$ cat src/rtl/tea_encryptor_iter_pkg.sv
// Shared TEA definitions: key-schedule constant, decrypt start sum and the
// encryptor FSM state type.
package tea_encryptor_iter_pkg;

    localparam logic [31:0] TEA_DELTA     = 32'h9E3779B9;
    // DELTA * 32 mod 2^32: where a 32-cycle decryption begins its sum.
    localparam logic [31:0] TEA_DEC_SUM   = 32'hC6EF3720;
    localparam int          TEA_ROUNDS    = 32;

    typedef enum logic [1:0] {
        IDLE = 2'd0,
        RUN  = 2'd1,
        DONE = 2'd2
    } tea_state_e;

endpackage

$ cat src/rtl/tea_encryptor_iter_functionf.sv
// TEA round function F(x, s, a, b) = ((x<<4)+a) ^ (x+s) ^ ((x>>5)+b),
// all sums modulo 2^32 and the right shift logical.
module functionF (
    input  logic [31:0] inKeyL,
    input  logic [31:0] inKeyR,
    input  logic [31:0] sum,
    input  logic [31:0] chunk32,
    output logic [31:0] out32
);

    logic [31:0] term_l;
    logic [31:0] term_s;
    logic [31:0] term_r;

    assign term_l = (chunk32 << 4) + inKeyL;
    assign term_s = chunk32 + sum;
    assign term_r = (chunk32 >> 5) + inKeyR;
    assign out32  = term_l ^ term_s ^ term_r;

endmodule

$ cat src/rtl/tea_encryptor_iter.sv
// Iterative TEA encryptor: one full TEA cycle (both halves) per clock,
// ROUNDS cycles per block, single-cycle done pulse on completion.
//
// state | meaning
// IDLE  | waiting for start; ciphertext holds the last result
// RUN   | one TEA cycle per clock; start is ignored here
// DONE  | done pulse; start here chains straight into the next block
module tea_encryptor_iter
    import tea_encryptor_iter_pkg::*;
#(
    parameter int          ROUNDS = TEA_ROUNDS,
    parameter logic [31:0] DELTA  = TEA_DELTA
) (
    input  logic          clk,
    input  logic          rst,
    input  logic          start,
    input  logic [127:0]  key,
    input  logic [63:0]   plaintext,
    output logic          busy,
    output logic          done,
    output logic [63:0]   ciphertext
);

    localparam int              CW   = (ROUNDS > 1) ? $clog2(ROUNDS) : 1;
    localparam logic [CW-1:0]   LAST = CW'(ROUNDS - 1);

    tea_state_e     state_q, state_d;
    logic [127:0]   key_q,   key_d;
    logic [31:0]    v0_q,    v0_d;
    logic [31:0]    v1_q,    v1_d;
    logic [31:0]    sum_q,   sum_d;
    logic [CW-1:0]  cnt_q,   cnt_d;
    logic [63:0]    ct_q,    ct_d;

    logic [31:0]    f0, f1;
    logic [31:0]    v0_n, v1_n;

    // Second half consumes the freshly updated V0 within the same clock.
    functionF u_f0 (
        .inKeyL  (key_q[31:0]),
        .inKeyR  (key_q[63:32]),
        .sum     (sum_q),
        .chunk32 (v1_q),
        .out32   (f0)
    );

    assign v0_n = v0_q + f0;

    functionF u_f1 (
        .inKeyL  (key_q[95:64]),
        .inKeyR  (key_q[127:96]),
        .sum     (sum_q),
        .chunk32 (v0_n),
        .out32   (f1)
    );

    assign v1_n = v1_q + f1;

    always_comb begin
        state_d = state_q;
        key_d   = key_q;
        v0_d    = v0_q;
        v1_d    = v1_q;
        sum_d   = sum_q;
        cnt_d   = cnt_q;
        ct_d    = ct_q;
        busy    = 1'b0;
        done    = 1'b0;

        case (state_q)
            IDLE: begin
                if (start) begin
                    key_d   = key;
                    v0_d    = plaintext[31:0];
                    v1_d    = plaintext[63:32];
                    sum_d   = DELTA;
                    cnt_d   = '0;
                    state_d = RUN;
                end
            end
            RUN: begin
                busy  = 1'b1;
                v0_d  = v0_n;
                v1_d  = v1_n;
                sum_d = sum_q + DELTA;
                if (cnt_q == LAST) begin
                    ct_d    = {v1_n, v0_n};
                    state_d = DONE;
                end else begin
                    cnt_d = cnt_q + CW'(1);
                end
            end
            DONE: begin
                done    = 1'b1;
                state_d = IDLE;
                if (start) begin
                    key_d   = key;
                    v0_d    = plaintext[31:0];
                    v1_d    = plaintext[63:32];
                    sum_d   = DELTA;
                    cnt_d   = '0;
                    state_d = RUN;
                end
            end
            default: state_d = IDLE;
        endcase
    end

    always_ff @(posedge clk or posedge rst) begin
        if (rst) begin
            state_q <= IDLE;
            key_q   <= '0;
            v0_q    <= '0;
            v1_q    <= '0;
            sum_q   <= '0;
            cnt_q   <= '0;
            ct_q    <= '0;
        end else begin
            state_q <= state_d;
            key_q   <= key_d;
            v0_q    <= v0_d;
            v1_q    <= v1_d;
            sum_q   <= sum_d;
            cnt_q   <= cnt_d;
            ct_q    <= ct_d;
        end
    end

    assign ciphertext = ct_q;

endmodule

$ cat config.mk
export PLATFORM = sky130hd
export DESIGN_NAME = tea_encryptor_iter
export DESIGN_NICKNAME = d
export VERILOG_FILES = /design/src/rtl/tea_encryptor_iter_pkg.sv /design/src/rtl/tea_encryptor_iter_functionf.sv /design/src/rtl/tea_encryptor_iter.sv
export SDC_FILE = /design/constraint.sdc
export NUM_CORES = 1
export LEC_CHECK = 0
export ABC_AREA = 1
export CORE_AREA = 2 2 209 211
export DETAILED_ROUTE_END_ITERATION = 12
export DIE_AREA = 0 0 211 213
export GPL_TIMING_DRIVEN = 1
export PLACE_DENSITY = 0.93
export SYNTH_ARGS = -nofsm -noshare
export SYNTH_HDL_FRONTEND = slang
export SYNTH_SLANG_ARGS = --single-unit
$ cat constraint.sdc
create_clock -name clk -period 14.26 [get_ports clk]
set_input_delay 3.565 -clock clk [delete_from_list [all_inputs] [get_ports clk]]
set_output_delay 3.565 -clock clk [all_outputs]
set_load 0.05 [all_outputs]
Word-level counts from Yosys, hierarchy flattened
Index checks and enable logic that the tools add are counted.

operators by class
  reduce and logical (&&, ||, !) cells = 8
  mux-type cells = 15
  $add $sub $neg = 10
  eq/ne operators = 7
  bitwise operators = 4

operators with widths
  kind                    number
  $add 32x32->32          6
  $pmux 32 s2             3
  $xor 32x32->32          4
  $mux 32                 3
  $add 27x32->32          2
  $add 32x32->32 const B  1
  $mux 5                  2
  $pmux 5 s2              1
  $reduce_and 2->1        4
  $ne 2x2->1 const B      3
  $pmux 2 s3              1
  $add 5x1->5 const B     1
  $eq 5x5->1 const B      1
  $mux 2                  2
  $mux 1                  3
  $reduce_and 3->1        1
  $eq 2x1->1 const B      1
  $eq 2x2->1 const B      1
  $logic_not 2->1         1
  $ne 2x1->1 const B      1
  $reduce_bool 2->1       1
  $reduce_or 2->1         1

word-level totals
  input bits = 195
  logic and storage cells = 51
  bits in registers = 295
  output and inout port bits = 66

Logic depth before layout (Yosys ltp)
  depth in word-level cells = 9
  depth in mapped cells = 55
  gate-level depth less buffers = 55

Modules after synthesis
From an unflattened synthesis, not the netlist that was laid out.

second synthesis, totals
  cells, all modules = 5309
  area total of the unflattened synthesis = 31077.3 µm²

modules (own cells, without submodules)
  module              seq. area each (µm²)  cells each  area each (µm²)  instances
  tea_encryptor_iter  7382.1                2568        17286.6          1
  functionF at u_f0   0.0                   1407        7045.5           1
  functionF at u_f1   0.0                   1334        6745.2           1

Least setup slack after synthesis
Ideal clock, no wire load.

  kind = register to register
  from = register sum_q[0]
  to = register v1_q[30]
  setup time = 0.083 ns
  required time = 14.177 ns
  clock period less this slack = 6.865 ns
  arrival = 6.782 ns
  path slack = 7.395 ns
  buffers on the path = 0
  stages on the path, launching flop included = 50
  path through = dfrtp_1 ha_1 inv_1 fa_1 o21ai_2 a21boi_2 o21ai_0 a31oi_1 xor2_1 xor2_1 xor2_1 ha_1 nand2_1 inv_1 a21oi_1 a21boi_0 o21ai_2 nand4_1 (+14 left out) nand2_1 nand2_1 a21o_1 nand2_1 nand2_1 nand2_1 inv_1 ha_1 inv_1 nor3_1 inv_1 o21ai_0 a31oi_1 nand2_1 nand2_1 nand3_1 o21ai_0 o21ai_0

on the way
  word-level cells in the longest chain between the ends = 9
  elaborated cells on any way between the ends = 11
  classes of those cells = 6 x add/sub; 1 x mux; 4 x bitwise

ends and longest elaborated chain
  what                                      line                                                                    text
  start, declared                           tea_encryptor_iter.sv:31                                                logic [31:0] sum_q, sum_d;
  start signal, assigned                    tea_encryptor_iter.sv:123                                               sum_q <= sum_d;
  $add 32x32->32 *                          tea_encryptor_iter_functionf.sv:16                                      assign term_s = chunk32 + sum;
  $xor 32x32->32 * (2 in a row)             tea_encryptor_iter_functionf.sv:18                                      assign out32 = term_l ^ term_s ^ term_r;
  $add 32x32->32 *                          tea_encryptor_iter.sv:47                                                assign v0_n = v0_q + f0;
  net u_f1.chunk32[21]                      tea_encryptor_iter_functionf.sv:7                                       input logic [31:0] chunk32,
  $add 32x32->32, on equally long branches  tea_encryptor_iter_functionf.sv:16, tea_encryptor_iter_functionf.sv:15
  $xor 32x32->32                            tea_encryptor_iter_functionf.sv:18
  $xor 32x32->32 *                          tea_encryptor_iter_functionf.sv:18
  $add 32x32->32 *                          tea_encryptor_iter.sv:57                                                assign v1_n = v1_q + f1;
  $pmux 32 s2 *                             tea_encryptor_iter.sv:70                                                case (state_q)
  end signal, assigned                      tea_encryptor_iter.sv:122                                               v1_q <= v1_d;
  end, declared                             tea_encryptor_iter.sv:30                                                logic [31:0] v1_q, v1_d;

The timed path passes the listed nets; every way through them passes the cells marked *.
A chain may end at the register's enable or synchronous reset.

Worst setup path in the final report
  from = register v1_q[1]
  to = register v1_q[30]

on the way
  word-level cells in the longest chain between the ends = 9
  elaborated cells on any way between the ends = 12
  classes of those cells = 7 x add/sub; 1 x mux; 4 x bitwise

ends and longest elaborated chain
  what                                      line
  $add 32x32->32, on equally long branches  tea_encryptor_iter_functionf.sv:16, tea_encryptor_iter_functionf.sv:15
  $xor 32x32->32 * (2 in a row)             tea_encryptor_iter_functionf.sv:18
  $add 32x32->32 *                          tea_encryptor_iter.sv:47
  net u_f1.chunk32[21]                      tea_encryptor_iter_functionf.sv:7
  $add 32x32->32, on equally long branches  tea_encryptor_iter_functionf.sv:16, tea_encryptor_iter_functionf.sv:15
  $xor 32x32->32                            tea_encryptor_iter_functionf.sv:18
  $xor 32x32->32 *                          tea_encryptor_iter_functionf.sv:18
  $add 32x32->32 *                          tea_encryptor_iter.sv:57
  $pmux 32 s2 *                             tea_encryptor_iter.sv:70

Marked as above.

==> impl_metrics.tcl <==
set metrics [dict create \
    grt_pass1_vias 24000 \
    rsz0062_at_grt "false" \
    antenna_left 0 \
    drive_gt1_share_pct 4.57 \
    ys.flop_type "dfrtp_1" \
    finalWorstSetupSlack_ns 5.49 \
    ctsHoldBuffers 0 \
    antenna_found_initial 0 \
    tightestPinTransition_ns 0.955 \
    synth.distinct_cells 61 \
    finClkSkew_ns 0.0221 \
    drc 0 \
    n_antenna_cell 0 \
    clkLatencyLatePin_ns 0.57 \
    die_w_um 211 \
    rows 76 \
    cp_slowest_stage_delay_ns 0.62 \
    ys_top_cells_by_area "dfrtp_1, nand2_1, ha_1" \
    holdWs_ns 0.480 \
    start_util_pct 58.3 \
    first_pass_iters 6 \
    cts.sink_count 295 \
    htreeDepth 2 \
    syn_to_final_growth_pct 17.3 \
    finalHoldViolations 0 \
    fin_crit_ns 8.77 \
    drv_slew 0 \
    routabilityCongestion 0.982 \
    overflow 0 \
    pre_cts_ws_ns 5.65 \
    ys_ff_latch 295 \
    yosysTopAreaCell "dfrtp_1" \
    tns_ns 0 \
    io_pins 261 \
    cap_violations 0 \
    clockBufferDepth 3 \
    detail_route.wl_per_cell_um 19.4 \
    grt_pass1_wl_mm 127 \
    syn_inst 3419 \
    grtUsageTotal_pct 36.3 \
    startpoint_type "flip-flop" \
    cts_root_buf "clkbuf_16" \
    fmax_mhz 114 \
    period_share_pct 61.5 \
    arrival_ns 9.25 \
    clkTransAtPathRegs_ns 0.07 \
    ys_seq_area_share_pct 29.6 \
    core-area_um2 42700 \
    hold_class "reg -> reg" \
    synth-edff-count 0 \
    synth_area_per_cell_um2 7.28 \
    slew_headroom_pct 36.3 \
    via_per_inst 5.81 \
    async_flop_share_pct 100 \
    fill_cells 3519 \
    synth_top_area_share_pct 29.6 \
    layout.nets 4108 \
    status "completed" \
    cp.required_ns 14.74 \
    setup_viol 0 \
    drt-total-wl_mm 81.7 \
    yosysWarnings 0 \
    layout_common_cells "nand2_1, dfrtp_1, inv_1" \
    die_h_um 213 \
    cts_tree "built" \
    critPathCaptureType "flip-flop" \
    dp_hpwl_mm 63.6 \
    final_common_cell "nand2_1" \
    cts_made_buffers 34 \
    cts_setup_buffers 0 \
    die_area_um2 44900 \
    crit_type "reg -> reg" \
    synth_nets 3871 \
    cpMostUsedCell "nand2_1" \
    drtIter0Drc 2487 \
    port_buffers 260 \
    vias 24600 \
    critPathMaxFanout 7 \
    grt_max_degree 127 \
    syn_area_um2 24900 \
    slowest_stage "xor2_1" \
    post_cts_resized 0 \
]
## critical path: cells and delay by family, from the launching register on
| family | cells | cell delay, ns |
|---|---|---|
| AOI/OAI and AO/OA | 18 | 3.29 |
| and+or+nand+nor | 17 | 1.72 |
| adders and majority gates | 4 | 1.49 |
| xor gates and xnor gates | 4 | 1.29 |
| DFF | 1 | 0.55 |
| buffers and inverters | 5 | 0.36 |
## cell type report
cell class	count	area (µm²)	share of cell area, %
multi-input cells	2760	16200	55.3
flip-flops and latches	295	7380	25.3
repair buffers	276	2720	9.32
inverters	289	1100	3.76
clock buffers	45	1010	3.44
well taps	546	683	2.34
clock inverters	13	154	0.527
## routing by layer
| layer | global-route usage (%) | share of wire [%] |
|---|---|---|
| met1 | 49.6 | 42 |
| met2 | 59.0 | 45 |
| met5 | 0 | 0 |
| met3 | 4.69 | 8.9 |
| met4 | 13.6 | 3.9 |
## through the flow
stage                     cells  area, µm²  utilization, %
final                      4224      29200            68.4
after global routing       4224      29200            68.4
after CTS                  4224      29200            68.4
after detailed placement   4166      28100            65.7
after global placement     4166      28100            65.7
after floorplan            3419      24900               -
## logic make-up (layout without fill, tap and decap cells)
family,count (synthesis),after routing,synth area share (%)
compound gates,686,686,15.9
xor+xnor,337,337,11.9
fa+ha+maj,257,257,13.2
buf+inv,364,623,5.51
flops,295,295,29.6
simple gates,1480,1480,23.9
## cells in the mapped netlist, types with 17 or more instances
| cell type | n |
|---|---|
| o21ai_1 | 26 |
| a21o_1 | 20 |
| o21ai_2 | 20 |
| clkbuf_1 | 65 |
| a31oi_1 | 38 |
| nand2_1 | 1081 |
| nand4_1 | 17 |
| nor3_1 | 19 |
| ha_1 | 249 |
| nor2_1 | 193 |
| xor2_1 | 198 |
| inv_1 | 284 |
| a21oi_2 | 17 |
| o21ai_0 | 225 |
| a21oi_1 | 258 |
| nand3_1 | 113 |
| xnor2_1 | 138 |
| dfrtp_1 | 295 |
## flip-flops by register name (all words and copies together) (netlist names)
name,count
key_q,128
ciphertext,64
sum_q,32
v0_q,32
v1_q,32
cnt_q,5
state_q,2
## final timing paths
| path | from | to | slack [ns] | depth (start not counted) |
|---|---|---|---|---|
| min reg2reg | ciphertext[29]$_DFFE_PP0P_ | ciphertext[29]$_DFFE_PP0P_ | 0.48 | 2 |
| max reg2reg | v1_q[1]$_DFFE_PP0P_ | v1_q[30]$_DFFE_PP0P_ | 5.49 | 48 |
| max in group asynchronous | rst | sum_q[29]$_DFFE_PP0P_ | 8.75 | 4 |
| min in group asynchronous | rst | key_q[71]$_DFFE_PP0P_ | 3.57 | 2 |
| max | v1_q[1]$_DFFE_PP0P_ | v1_q[30]$_DFFE_PP0P_ | 5.49 | 48 |
| min | ciphertext[29]$_DFFE_PP0P_ | ciphertext[29]$_DFFE_PP0P_ | 0.48 | 2 |
Power is left out: the tool's default activity adds up to more than one toggle a clock period on the data nets, which glitch-free logic cannot reach.
